[src/rtl/mips_muldiv_ctrl.sv]
// HI/LO owner: iterative shift-add multiply / restoring divide, WIDTH+1 busy cycles per op (done in the last).
// New requests wait on op_ready (IDLE only); stall holds the pipeline for MF reads or new ops while busy.
module mips_muldiv_ctrl #(
  parameter int WIDTH = 32
) (
  input  logic             clk,
  input  logic             rst_n,
  input  logic             op_valid,
  input  logic [2:0]       op,
  input  logic [WIDTH-1:0] src_a,
  input  logic [WIDTH-1:0] src_b,
  output logic             op_ready,
  output logic             busy,
  output logic             done,
  input  logic             mf_req,
  input  logic             mf_sel,
  output logic [WIDTH-1:0] mf_data,
  output logic             stall,
  output logic [WIDTH-1:0] hi,
  output logic [WIDTH-1:0] lo
);

  localparam int CW = $clog2(WIDTH + 1);

  typedef enum logic [1:0] {IDLE, RUN, FIX} state_t;

  state_t             state, state_nxt;
  logic [CW-1:0]      cnt;
  logic               is_div, neg_q, neg_r;
  logic [WIDTH-1:0]   opb, acc_hi, acc_lo;
  logic               accept, start_md, sign_a, sign_b;
  logic [WIDTH-1:0]   abs_a, abs_b;
  logic [WIDTH:0]     mul_sum;
  logic [WIDTH:0]     div_shift;
  logic               div_ge;
  logic [WIDTH-1:0]   div_rem;
  logic [2*WIDTH-1:0] prod, prod_fix;

  assign accept   = op_valid && op_ready;
  assign start_md = accept && !op[2];
  // even op codes (MULT, DIV) are the signed variants
  assign sign_a   = !op[0] && src_a[WIDTH-1];
  assign sign_b   = !op[0] && src_b[WIDTH-1];
  assign abs_a    = sign_a ? -src_a : src_a;
  assign abs_b    = sign_b ? -src_b : src_b;

  assign mul_sum   = {1'b0, acc_hi} + (acc_lo[0] ? {1'b0, opb} : '0);
  assign div_shift = {acc_hi, acc_lo[WIDTH-1]};
  assign div_ge    = div_shift >= {1'b0, opb};
  // the partial remainder after a successful subtract is below the divisor, so WIDTH bits suffice
  assign div_rem   = div_shift[WIDTH-1:0] - opb;
  assign prod      = {acc_hi, acc_lo};
  assign prod_fix  = neg_q ? -prod : prod;

  always_ff @(posedge clk or negedge rst_n) begin
    if (!rst_n) state <= IDLE;
    else        state <= state_nxt;
  end

  always_comb begin
    state_nxt = state;
    case (state)
      IDLE:    if (start_md) state_nxt = RUN;
      RUN:     if (cnt == CW'(1)) state_nxt = FIX;
      FIX:     state_nxt = IDLE;
      default: state_nxt = IDLE;
    endcase
  end

  always_comb begin
    op_ready = (state == IDLE);
    busy     = (state != IDLE);
    done     = (state == FIX);
  end

  assign stall   = busy && (mf_req || op_valid);
  assign mf_data = mf_sel ? hi : lo;

  always_ff @(posedge clk or negedge rst_n) begin
    if (!rst_n) begin
      cnt    <= '0;
      is_div <= 1'b0;
      neg_q  <= 1'b0;
      neg_r  <= 1'b0;
      opb    <= '0;
      acc_hi <= '0;
      acc_lo <= '0;
      hi     <= '0;
      lo     <= '0;
    end else begin
      case (state)
        IDLE: begin
          if (start_md) begin
            cnt    <= CW'(WIDTH);
            is_div <= op[1];
            opb    <= op[1] ? abs_b : abs_a;
            acc_hi <= '0;
            acc_lo <= op[1] ? abs_a : abs_b;
            // divide by zero keeps the all-ones quotient unsigned; the remainder restores src_a
            neg_q  <= (sign_a ^ sign_b) && !(op[1] && (src_b == '0));
            neg_r  <= sign_a;
          end else if (accept && (op == 3'd4)) begin
            hi <= src_a;
          end else if (accept && (op == 3'd5)) begin
            lo <= src_a;
          end
        end
        RUN: begin
          cnt <= cnt - CW'(1);
          if (is_div) begin
            acc_hi <= div_ge ? div_rem : div_shift[WIDTH-1:0];
            acc_lo <= {acc_lo[WIDTH-2:0], div_ge};
          end else begin
            acc_hi <= mul_sum[WIDTH:1];
            acc_lo <= {mul_sum[0], acc_lo[WIDTH-1:1]};
          end
        end
        FIX: begin
          if (is_div) begin
            lo <= neg_q ? -acc_lo : acc_lo;
            hi <= neg_r ? -acc_hi : acc_hi;
          end else begin
            hi <= prod_fix[2*WIDTH-1:WIDTH];
            lo <= prod_fix[WIDTH-1:0];
          end
        end
        default: ;
      endcase
    end
  end

endmodule

[config.mk]
export PLATFORM = sky130hd
export DESIGN_NAME = mips_muldiv_ctrl
export DESIGN_NICKNAME = d
export VERILOG_FILES = /design/src/rtl/mips_muldiv_ctrl.sv
export SDC_FILE = /design/constraint.sdc
export NUM_CORES = 1
export LEC_CHECK = 0
export BUFFER_PORTS_ARGS = -buffer_cell sky130_fd_sc_hd__buf_4
export CELL_PAD_IN_SITES_DETAIL_PLACEMENT = 1
export CELL_PAD_IN_SITES_GLOBAL_PLACEMENT = 2
export CORE_UTILIZATION = 36
export DETAILED_ROUTE_END_ITERATION = 6
export MAX_ROUTING_LAYER = met4
export PLACE_DENSITY_LB_ADDON = 0.1
export RECOVER_POWER = 50
export SYNTH_ARGS = -nofsm -noshare
export SYNTH_HDL_FRONTEND = slang
export SYNTH_SLANG_ARGS = --single-unit
[constraint.sdc]
create_clock -name clk -period 5.4 [get_ports clk]
set_clock_uncertainty 0.2 [all_clocks]
set_input_delay 1.08 -clock clk [delete_from_list [all_inputs] [get_ports clk]]
set_output_delay 1.08 -clock clk [all_outputs]
set_load 0.02 [all_outputs]
==> results of run 1 <==
==> cell families (layout without fill, tap and decap cells) <==
family | after synthesis | after routing | synth area share, %
compound gates | 605 | 605 | 25.3
other cells | 0 | 1 | 0
mux | 88 | 88 | 6.23
flops | 171 | 171 | 28.8
buf+inv | 178 | 292 | 4.56
fa+ha+maj | 72 | 72 | 6.17
simple gates | 593 | 593 | 18.7
xor+xnor | 174 | 174 | 10.3
==> registers in the layout, summed over array words and instances (netlist names) <==
signal  cells
opb        32
lo         32
is_div      1
acc_hi     32
acc_lo     32
cnt         6
neg_r       1
hi         32
neg_q       1
state       2
==> stage by stage <==
stage	setup WS [ns]	total power [uW]	cells	instance area, sq um	util (%)
CTS	0.919	12900	2527	17200	42.3
finish	0.886	12700	2528	17000	41.8
detailed placement	0.955	11500	2495	16600	40.8
global route	0.694	13700	2527	17000	41.8
global placement	1.03	11300	2495	16600	40.8
floorplan	1.59	8410	1881	14900	-
==> Yosys cell counts (4+ instances only) <==
library cell / instances
sky130_fd_sc_hd__and2_1: 10
sky130_fd_sc_hd__nand2_1: 205
sky130_fd_sc_hd__nand4_1: 14
sky130_fd_sc_hd__inv_1: 64
sky130_fd_sc_hd__o21a_1: 5
sky130_fd_sc_hd__a21oi_1: 166
sky130_fd_sc_hd__nor3_1: 30
sky130_fd_sc_hd__ha_1: 70
sky130_fd_sc_hd__nor4_1: 17
sky130_fd_sc_hd__a22o_1: 4
sky130_fd_sc_hd__a211o_1: 6
sky130_fd_sc_hd__a21o_1: 23
sky130_fd_sc_hd__o41ai_1: 10
sky130_fd_sc_hd__o21bai_1: 8
sky130_fd_sc_hd__a31oi_1: 20
sky130_fd_sc_hd__xor2_1: 89
sky130_fd_sc_hd__or3_1: 18
sky130_fd_sc_hd__o22ai_1: 8
sky130_fd_sc_hd__mux2_2: 36
sky130_fd_sc_hd__o31ai_1: 27
sky130_fd_sc_hd__and3_1: 19
sky130_fd_sc_hd__a211oi_1: 14
sky130_fd_sc_hd__dfrtp_1: 171
sky130_fd_sc_hd__buf_1: 15
sky130_fd_sc_hd__o21ai_0: 192
sky130_fd_sc_hd__nor2b_1: 5
sky130_fd_sc_hd__nand2b_1: 23
sky130_fd_sc_hd__mux2i_1: 52
sky130_fd_sc_hd__xnor2_1: 85
sky130_fd_sc_hd__o221ai_1: 37
sky130_fd_sc_hd__or4_1: 11
sky130_fd_sc_hd__a22oi_1: 17
sky130_fd_sc_hd__or4_4: 4
sky130_fd_sc_hd__a221oi_1: 8
sky130_fd_sc_hd__nor2_1: 165
sky130_fd_sc_hd__nand3_1: 47
sky130_fd_sc_hd__o211ai_1: 29
sky130_fd_sc_hd__clkbuf_1: 97
sky130_fd_sc_hd__or2_2: 6
sky130_fd_sc_hd__a31o_2: 4
==> worst register-to-register path: stages (launching register included) <==
cell and delay [ns]:
sky130_fd_sc_hd__dfrtp_1 0.46, sky130_fd_sc_hd__inv_1 0.42, sky130_fd_sc_hd__buf_4 0.35, sky130_fd_sc_hd__nor2_1 0.09, sky130_fd_sc_hd__ha_1 0.37, sky130_fd_sc_hd__nand2_1 0.12
sky130_fd_sc_hd__o21ai_0 0.14, sky130_fd_sc_hd__or4b_2 0.64, sky130_fd_sc_hd__and3_1 0.19, sky130_fd_sc_hd__a211o_1 0.33, sky130_fd_sc_hd__a31oi_1 0.31, sky130_fd_sc_hd__o21ai_0 0.15
sky130_fd_sc_hd__a21oi_1 0.26, sky130_fd_sc_hd__o221ai_1 0.16, sky130_fd_sc_hd__a22o_1 0.20
==> per-layer routing <==
layer	vias to the layer above	GRT usage, %	wire, um
met5	-	-	0
li1	7019	-	-
met2	371	47.0	28700
met1	7538	43.5	30300
met3	49	5.06	3330
met4	0	7.86	1210
==> cells in the final DEF (no fill, tap or decap), types with 6 or more instances in the layout <==
master / instances
sky130_fd_sc_hd__mux2_2: 36
sky130_fd_sc_hd__nand3_1: 47
sky130_fd_sc_hd__nor2_1: 162
sky130_fd_sc_hd__xnor2_1: 85
sky130_fd_sc_hd__xor2_1: 89
sky130_fd_sc_hd__mux2i_1: 52
sky130_fd_sc_hd__or2_2: 6
sky130_fd_sc_hd__buf_4: 147
sky130_fd_sc_hd__a21o_1: 23
sky130_fd_sc_hd__inv_1: 64
sky130_fd_sc_hd__a211oi_1: 14
sky130_fd_sc_hd__dfrtp_1: 170
sky130_fd_sc_hd__nand2_1: 205
sky130_fd_sc_hd__o221ai_1: 37
sky130_fd_sc_hd__a21oi_1: 166
sky130_fd_sc_hd__o22ai_1: 8
sky130_fd_sc_hd__o211ai_1: 29
sky130_fd_sc_hd__nand4_1: 14
sky130_fd_sc_hd__ha_1: 70
sky130_fd_sc_hd__o21bai_1: 8
sky130_fd_sc_hd__nor3_1: 30
sky130_fd_sc_hd__a211o_1: 6
sky130_fd_sc_hd__o21ai_0: 192
sky130_fd_sc_hd__and2_1: 10
sky130_fd_sc_hd__nand2b_1: 21
sky130_fd_sc_hd__a31oi_1: 20
sky130_fd_sc_hd__o41ai_1: 10
sky130_fd_sc_hd__and3_1: 19
sky130_fd_sc_hd__or4_1: 11
sky130_fd_sc_hd__a22oi_1: 17
sky130_fd_sc_hd__nor4_1: 17
sky130_fd_sc_hd__clkbuf_16: 17
sky130_fd_sc_hd__clkbuf_1: 46
sky130_fd_sc_hd__a221oi_1: 8
sky130_fd_sc_hd__o31ai_1: 27
sky130_fd_sc_hd__or3_1: 18
==> worst max-delay path by stage <==
stage | start | endpoint | slack, ns | cells past startpoint
2_1_floorplan | src_a[0] | opb[28] | 1.59 | 11
3_3_place_gp | src_a[1] | opb[29] | 1.03 | 11
3_5_place_dp | acc_lo[0] | acc_hi[31] | 0.95 | 13
4_1_cts | acc_lo[0] | acc_hi[31] | 0.92 | 13
5_1_grt | acc_lo[0] | acc_hi[31] | 0.69 | 13
6_report | acc_lo[0] | acc_hi[31] | 0.89 | 14
==> where the power goes <==
part | leakage [uW] | internal, uW | switching, uW
combinational | 0.00496 | 3290 | 5180
sequential | 0.00210 | 1920 | 1010
clock | 0.000289 | 664 | 664
total | 0.00735 | 5870 | 6850
==> final cells by class <==
type	count	share of cell area (%)
antenna	1	0.0147
clock buffer	18	2.52
clock inverter	14	1.05
inverter	64	1.41
multi-input combinational	1532	58.3
sequential	171	25.1
tap	532	3.91
timing repair buffer	196	7.68
==> flow_summary.json, run 1 <==
{
  "status": "finished, violations left",
  "violated_checks": "capacitance limit, slew limit",
  "peakVddDrop_mv": 0.442,
  "grt_setup_unrepaired": "false",
  "cpMaxStageDelayCell": "sky130_fd_sc_hd__or4b_2",
  "setup.worst_path.start_class": "flop",
  "sequential_cell_area_sq_um": 4280,
  "layout.filler_cells": 5046,
  "number_of_global_route_vias_before_repair": 14600,
  "die-height_um": 205,
  "worstSetupPathType": "reg -> reg",
  "cells_traversed_along_the_worst_timing_path": "inv_1 -> buf_4 -> nor2_1 -> ha_1 -> nand2_1 -> o21ai_0 -> or4b_2 -> and3_1 -> a211o_1 -> a31oi_1 -> o21ai_0 -> a21oi_1 -> o221ai_1 -> a22o_1",
  "fin_tns_setup_ns": 0,
  "finalHoldViolations": 0,
  "critical_path.most_common_cell": "sky130_fd_sc_hd__o21ai_0",
  "synth_top_area_share_pct": 28.8,
  "globalRouteTotalUtil_pct": 31.3,
  "top_level_ports": 172,
  "clkTransAtPathRegs_ns": 0.08,
  "whs_path_depth": 1,
  "cts_repair_resize_count": 0,
  "final_period_minus_worst_setup_slack_ns": 4.51,
  "fp.coreArea_sq_um": 40700,
  "cts_tree": "built",
  "routabilityCongestion": 0.925,
  "drtPass1Iterations": 5,
  "cts_htree_levels": 4,
  "worst-endpoint-required_ns": 5.57,
  "max_clock_freq_ghz": 0.222,
  "power_per_cell_area_nw_per_um2": 747,
  "async_reset_ff_share_pct": 100,
  "clock_insertion_delay_worst_skew_ns": 0.49,
  "route.final.wire_length_um": 63500,
  "avgSynthCellArea_sq_um": 7.90,
  "synth_sequential_area_ratio_pct": 28.8,
  "fin_hold_ws_ns": 0.291,
  "area.growth.synth_to_final_pct": 14.7,
  "hold_path.startpoint": "cnt[5]",
  "synth_ff_type": "sky130_fd_sc_hd__dfrtp_1",
  "yosysUniqueCellTypes": 73,
  "timing.critical_path.max_delay_family": "compound AO/OA/AOI/OAI gates",
  "cts_hold_buffers": 0,
  "global_route_wire_length_before_repair_um": 94500,
  "numCtsBuffers": 17,
  "fin_nets": 2126,
  "cts-root-buf": "sky130_fd_sc_hd__clkbuf_16",
  "finalSetupViolations": 0,
  "worst-r2r-cell-count": 14,
  "cts.sinks": 171,
  "fp.dieArea_sq_um": 42100,
  "worst_r2r_endpoint": "acc_hi[31]",
  "synth_area_leader_cell": "sky130_fd_sc_hd__dfrtp_1",
  "mappedNetlistArea_sq_um": 14900,
  "antenna_found_initial": 1,
  "detail_route.wl_per_cell_um": 25.1,
  "post_synth_inst_count": 1881,
  "dr_total_vias": 15000,
  "largest_net_degree_at_the_start_of_global_routing": 102,
  "globalRoute.totalOverflow": 0,
  "critical_path.reg2reg.startpoint": "acc_lo[0]",
  "power_leakage_uw": 0.00735,
  "crit_path_max_fanout": 18,
  "worst_hold_endpoint": "cnt[5]",
  "timing.final.max_slew_violations": 254,
  "synth_edf_count": 0,
  "hold_path.class": "reg -> reg",
  "yosys_register_bits": 171,
  "cp-end-kind": "flop",
  "ys_warn_count": 0,
  "worstMarginPinSlew_ns": 2.57,
  "critical_path_buf_inv_count": 2,
  "viasPerCell": 5.92,
  "placement.io_buffers": 171,
  "worstPathArrival_ns": 4.69,
  "ys_top_cells_by_area": "sky130_fd_sc_hd__dfrtp_1, sky130_fd_sc_hd__o21ai_0, sky130_fd_sc_hd__ha_1",
  "dieWidth_um": 205,
  "post-dp-hpwl_um": 49300,
  "maximum_count_of_clock_buffers_along_a_single_path": 2,
  "antenna_left": 0,
  "initialDrtViolationCount": 1055,
  "syn-num-nets": 2025,
  "area_used_by_multi_input_combinational_logic_sq_um": 9930,
  "maxCapViolCount": 4,
  "route.detailed.drc": 0,
  "cpPeakStageDelay_ns": 0.64,
  "regToRegSetupSlack_ns": 0.89,
  "slew_headroom_pct": -71.2,
  "initial_util_pct": 36.5,
  "post_cts.repair.setup_buffers": 0,
  "drive_gt1_share_pct": 12.5,
  "floorplan.rows": 74,
  "min_period_over_period_pct": 83.6
}
Power figures use the tool's default switching activity.
==> run 2, diff against run 1 <==
--- a/config.mk
+++ b/config.mk
@@ -8,7 +8,7 @@
 export BUFFER_PORTS_ARGS = -buffer_cell sky130_fd_sc_hd__buf_4
 export CELL_PAD_IN_SITES_DETAIL_PLACEMENT = 1
 export CELL_PAD_IN_SITES_GLOBAL_PLACEMENT = 2
-export CORE_UTILIZATION = 36
+export CORE_UTILIZATION = 32
 export DETAILED_ROUTE_END_ITERATION = 6
 export MAX_ROUTING_LAYER = met4
 export PLACE_DENSITY_LB_ADDON = 0.1
==> constraint.sdc (replaced) <==
create_clock -name clk -period 3.94 [get_ports clk]
set_clock_uncertainty 0.2 [all_clocks]
set_input_delay 0.788 -clock clk [delete_from_list [all_inputs] [get_ports clk]]
set_output_delay 0.788 -clock clk [all_outputs]
set_load 0.02 [all_outputs]
==> flow_summary.json, run 2 (same netlist as run 1, synthesis figures left out) <==
{
  "initialDrtViolationCount": 1206,
  "slew_headroom_pct": -52.3,
  "number_of_global_route_vias_before_repair": 15300,
  "whs_path_depth": 2,
  "global_route_wire_length_before_repair_um": 100000,
  "route.final.wire_length_um": 66700,
  "route.detailed.drc": 0,
  "regToRegSetupSlack_ns": 0.03,
  "peakVddDrop_mv": 0.378,
  "cts_hold_buffers": 0,
  "fin_nets": 2243,
  "cp-end-kind": "flop",
  "dr_total_vias": 15300,
  "worstMarginPinSlew_ns": 2.28,
  "globalRoute.totalOverflow": 0,
  "worst_r2r_endpoint": "hi[19]",
  "number_of_inserted_diodes": 0,
  "critical_path_buf_inv_count": 0,
  "worst_slack_ns": 0.0334,
  "layout_commonest_cell": "sky130_fd_sc_hd__buf_4",
  "clock_insertion_delay_worst_skew_ns": 0.50,
  "timing.critical_path.max_delay_family": "simple AND/OR/NAND/NOR gates",
  "area.growth.synth_to_final_pct": 21.5,
  "critical_path.most_common_cell": "sky130_fd_sc_hd__or4_4",
  "post-dp-hpwl_um": 53800,
  "place_ws_ns": 0.0910,
  "power_leakage_uw": 0.00794,
  "cts-root-buf": "sky130_fd_sc_hd__clkbuf_16",
  "maxCapViolCount": 2,
  "setup.worst_path.start_class": "flop",
  "cpMaxStageDelayCell": "sky130_fd_sc_hd__or4_4",
  "drive_gt1_share_pct": 17.6,
  "min_period_over_period_pct": 99.2,
  "final_period_minus_worst_setup_slack_ns": 3.91,
  "clkTransAtPathRegs_ns": 0.08,
  "hold_path.startpoint": "opb[6]",
  "cpPeakStageDelay_ns": 0.56,
  "hold_path.class": "reg -> reg",
  "maximum_count_of_clock_buffers_along_a_single_path": 2,
  "numCtsBuffers": 17,
  "mostFrequentLayoutCells": "sky130_fd_sc_hd__buf_4, sky130_fd_sc_hd__nand2_1, sky130_fd_sc_hd__o21ai_0",
  "critical_path_startpoint": "acc_lo[20]",
  "cts_htree_levels": 4,
  "finalHoldViolations": 0,
  "grt_setup_unrepaired": "false",
  "fp.dieArea_sq_um": 47300,
  "power_per_cell_area_nw_per_um2": 1040,
  "cells_traversed_along_the_worst_timing_path": "or4_4 -> or3_4 -> or4_4 -> or4_4 -> nand2_1 -> nand3_1 -> o31ai_2 -> xor2_1 -> a21oi_1",
  "antenna_left": 0,
  "top_level_ports": 172,
  "fp.coreArea_sq_um": 45600,
  "status": "finished, violations left",
  "die-height_um": 217,
  "crit_path_depth": 9,
  "critical_path.reg2reg.startpoint": "acc_lo[20]",
  "cts_tree": "built",
  "max_clock_freq_ghz": 0.256,
  "dieWidth_um": 217,
  "worst-r2r-cell-count": 9,
  "antenna_found_initial": 0,
  "crit_path_max_fanout": 5,
  "largest_net_degree_at_the_start_of_global_routing": 102,
  "drtPass1Iterations": 5,
  "initial_util_pct": 32.6,
  "globalRouteTotalUtil_pct": 29.3,
  "finalSetupViolations": 0,
  "cts.sinks": 171,
  "timing.final.max_slew_violations": 183,
  "detail_route.wl_per_cell_um": 24.6,
  "worstPathArrival_ns": 4.07,
  "placement.io_buffers": 171,
  "fin_tns_setup_ns": 0,
  "viasPerCell": 5.64,
  "worst_hold_endpoint": "opb[6]",
  "floorplan.rows": 78,
  "violated_checks": "capacitance limit, slew limit",
  "worst-endpoint-required_ns": 4.11,
  "worstSetupPathType": "reg -> reg",
  "routabilityCongestion": 0.909
}
==> run 2: cell count changes in the layout (fill, tap and decap cells not counted), moves of 2 or more <==
cell,before,now
sky130_fd_sc_hd__buf_12,1,4
sky130_fd_sc_hd__inv_6,3,6
sky130_fd_sc_hd__clkinv_8,4,2
sky130_fd_sc_hd__clkbuf_1,46,44
sky130_fd_sc_hd__buf_4,147,261
==> run 2: report_power, final <==
part           leakage [uW]  total, uW  switching [uW]  internal (uW)
Sequential          0.00210       3550             912           2640
Combinational       0.00554      13300            7910           5420
Clock              0.000291       1820             910            906
==> run 2: worst reg2reg max path, stage by stage, from the launching register on <==
cell and delay [ns]:
sky130_fd_sc_hd__dfrtp_1 0.43, sky130_fd_sc_hd__or4_4 0.56, sky130_fd_sc_hd__or3_4 0.37, sky130_fd_sc_hd__or4_4 0.52, sky130_fd_sc_hd__or4_4 0.53, sky130_fd_sc_hd__nand2_1 0.17
sky130_fd_sc_hd__nand3_1 0.15, sky130_fd_sc_hd__o31ai_2 0.24, sky130_fd_sc_hd__xor2_1 0.44, sky130_fd_sc_hd__a21oi_1 0.14
==> run 2: per-stage QoR <==
step                cells  instance area, sq um  total power (uW)  hold slack, ns  util, %
floorplan            1881                 14900             11500           0.246        -
global placement     2680                 17600             16800           0.268     38.7
detailed placement   2680                 17600             17000           0.270     38.7
CTS                  2712                 18200             18900           0.157     40.0
global route         2712                 18000             20100           0.301     39.6
finish               2712                 18000             18700           0.281     39.6
==> run 2: per-layer routing <==
metal,wire length [um],global-route usage [%]
met5,0,-
met1,32800,41.3
met2,30200,44.9
met3,2670,2.79
met4,1090,7.39
==> run 2: worst max-delay path by stage <==
stage | endpoint | slack (ns)
2_1_floorplan | acc_hi[31] | 0.15
3_3_place_gp | hi[19] | 0.14
3_5_place_dp | hi[19] | 0.09
4_1_cts | hi[19] | 0.08
5_1_grt | hi[19] | 0.000005
6_report | hi[19] | 0.03
==> run 2: area by class of cell <==
class / instances / area [sq um]
Sequential cell: 171 / 4280
Fill cell: 5544 / 27500
Clock inverter: 15 / 174
Timing Repair Buffer: 313 / 2220
Tap cell: 600 / 751
Multi-Input combinational cell: 1532 / 9950
Inverter: 64 / 240
Clock buffer: 17 / 425
==> run 2: what timing repair did <==
item / 4_1_cts / 5_1_grt
endpoints found under the setup margin: 0 / 5
resized for setup: 0 / 4
buffers inserted: 0 / 0
==> run 3, diff against run 2 <==
--- a/config.mk
+++ b/config.mk
@@ -13,6 +13,8 @@
 export MAX_ROUTING_LAYER = met4
 export PLACE_DENSITY_LB_ADDON = 0.1
 export RECOVER_POWER = 50
+export SETUP_SLACK_MARGIN = 0.5
 export SYNTH_ARGS = -nofsm -noshare
 export SYNTH_HDL_FRONTEND = slang
 export SYNTH_SLANG_ARGS = --single-unit
+export TNS_END_PERCENT = 5
==> flow_summary.json, run 3 (same netlist as run 1, synthesis figures left out) <==
{
  "switchingPower_uw": 10300,
  "peakVddDrop_mv": 0.322,
  "dr_total_vias": 15500,
  "finalHoldViolations": 0,
  "clock_insertion_delay_worst_skew_ns": 0.50,
  "finalInstanceArea_sq_um": 18900,
  "violated_checks": "capacitance limit, slew limit",
  "timing.final.max_slew_violations": 168,
  "viasPerCell": 5.66,
  "hold_path.class": "reg -> reg",
  "drive_gt1_share_pct": 23.0,
  "postPlaceCellArea_sq_um": 17500,
  "slew_headroom_pct": -43.7,
  "worst-endpoint-required_ns": 4.13,
  "internal_power_uw": 9630,
  "power_per_cell_area_nw_per_um2": 1050,
  "floorplan.rows": 78,
  "routabilityCongestion": 0.875,
  "post-dp-hpwl_um": 52600,
  "cts-root-buf": "sky130_fd_sc_hd__clkbuf_16",
  "globalRoute.totalOverflow": 0,
  "power_frac_comb_pct": 72.5,
  "power_leakage_uw": 0.00811,
  "fp.dieArea_sq_um": 47300,
  "route.final.wire_length_um": 67400,
  "largest_net_degree_at_the_start_of_global_routing": 102,
  "power_switching_share_pct": 51.6,
  "final_period_minus_worst_setup_slack_ns": 3.57,
  "cts_hold_buffers": 0,
  "clkTransAtPathRegs_ns": 0.07,
  "sequential_cell_area_sq_um": 4290,
  "worstMarginPinSlew_ns": 2.15,
  "power.clock.fraction_pct": 9.0,
  "max_clock_freq_ghz": 0.280,
  "finalSetupViolations": 0,
  "min_period_over_period_pct": 90.5,
  "route.detailed.drc": 0,
  "number_of_global_route_vias_before_repair": 15400,
  "status": "finished, violations left",
  "cts_tree": "built",
  "initial_util_pct": 32.6,
  "dieWidth_um": 217,
  "worstPathArrival_ns": 3.75,
  "cts.sinks": 171,
  "worstSetupPathType": "reg -> reg",
  "antenna_found_initial": 2,
  "fin_nets": 2263,
  "global_route_wire_length_before_repair_um": 99800,
  "maxCapViolCount": 2,
  "globalRouteTotalUtil_pct": 29.2,
  "placement.io_buffers": 171,
  "cts_htree_levels": 4,
  "area.growth.synth_to_final_pct": 27.2,
  "crit_path_max_fanout": 5,
  "layout.filler_cells": 5469,
  "fin_tns_setup_ns": 0,
  "maximum_count_of_clock_buffers_along_a_single_path": 2,
  "setup.worst_path.start_class": "flop",
  "area_used_by_multi_input_combinational_logic_sq_um": 10600,
  "final_core_util_pct": 41.4,
  "drtPass1Iterations": 5,
  "die-height_um": 217,
  "top_level_ports": 172,
  "numCtsBuffers": 17,
  "p_seq_share_pct": 18.5,
  "antenna_left": 0,
  "detail_route.wl_per_cell_um": 24.7,
  "mostFrequentLayoutCells": "sky130_fd_sc_hd__buf_4, sky130_fd_sc_hd__nand2_1, sky130_fd_sc_hd__o21ai_0",
  "fp.coreArea_sq_um": 45600,
  "layout_commonest_cell": "sky130_fd_sc_hd__buf_4",
  "cp-end-kind": "flop",
  "initialDrtViolationCount": 892,
  "grt_setup_unrepaired": "true"
}
-- run 3: worst paths after layout --
kind | startpoint | end | slack [ns] | cells past startpoint
worst min register to register | opb[7] | opb[7] | 0.29 | 2
min in group asynchronous | rst_n | acc_hi[31] | 0.68 | 1
worst min-delay path | opb[7] | opb[7] | 0.29 | 2
max in group asynchronous | rst_n | acc_hi[3] | 1.38 | 1
worst max register to register | acc_lo[20] | hi[3] | 0.37 | 8
worst max-delay path | acc_lo[20] | hi[3] | 0.37 | 8
-- run 3: layer usage --
metal  track usage (%)  up-vias  part of all wire, %
met5                 -        -                    0
met4              7.00        0                  1.6
met3              3.24       63                  3.8
met2              44.6      366                   46
met1              41.1     7743                   49
li1                  -     7289                    -
-- run 3: timing repair --
item	in CTS	in global routing
setup endpoints to repair	61	63
gates cloned	0	1
pin swaps	25	43
endpoints found under the hold margin	0	0
buffers inserted	22	14
gates resized for setup	62	83
-- run 3: per-stage QoR --
| stage | cells | hold slack, ns | setup WS [ns] | total power (uW) |
|---|---|---|---|---|
| global placement | 2663 | 0.264 | 0.134 | 16700 |
| finish | 2733 | 0.288 | 0.373 | 19900 |
| detailed placement | 2663 | 0.274 | 0.0766 | 16900 |
| global route | 2733 | 0.316 | 0.318 | 21300 |
| CTS | 2717 | 0.134 | 0.376 | 19400 |
| floorplan | 1881 | 0.246 | 0.424 | 11500 |
-- run 3: power groups by stage --
stage          Sequential, uW  Clock (uW)  Combinational (uW)
3_3_place_gp             3660           0               13000
3_5_place_dp             3690           0               13200
5_1_grt                  3800        1870               15600
2_1_floorplan            3780           0                7770
6_report                 3680        1800               14400
4_1_cts                  3660        1830               13900
-- run 3: worst max-delay path, cell delays in order (launching register included) --
cell	delay, ns
sky130_fd_sc_hd__dfrtp_1	0.38
sky130_fd_sc_hd__or4_4	0.55
sky130_fd_sc_hd__or3_4	0.39
sky130_fd_sc_hd__or4_4	0.44
sky130_fd_sc_hd__or4_4	0.55
sky130_fd_sc_hd__and2_4	0.22
sky130_fd_sc_hd__o41ai_4	0.24
sky130_fd_sc_hd__xor2_1	0.16
sky130_fd_sc_hd__a221oi_1	0.32
-- run 3: cell type report --
class,instances,area share [%]
Timing Repair Buffer,333,13.0
Inverter,64,1.27
Multi-Input combinational cell,1532,55.9
Tap cell,600,3.97
Clock buffer,18,2.27
Sequential cell,171,22.7
Clock inverter,14,0.828
Antenna cell,1,0.0132
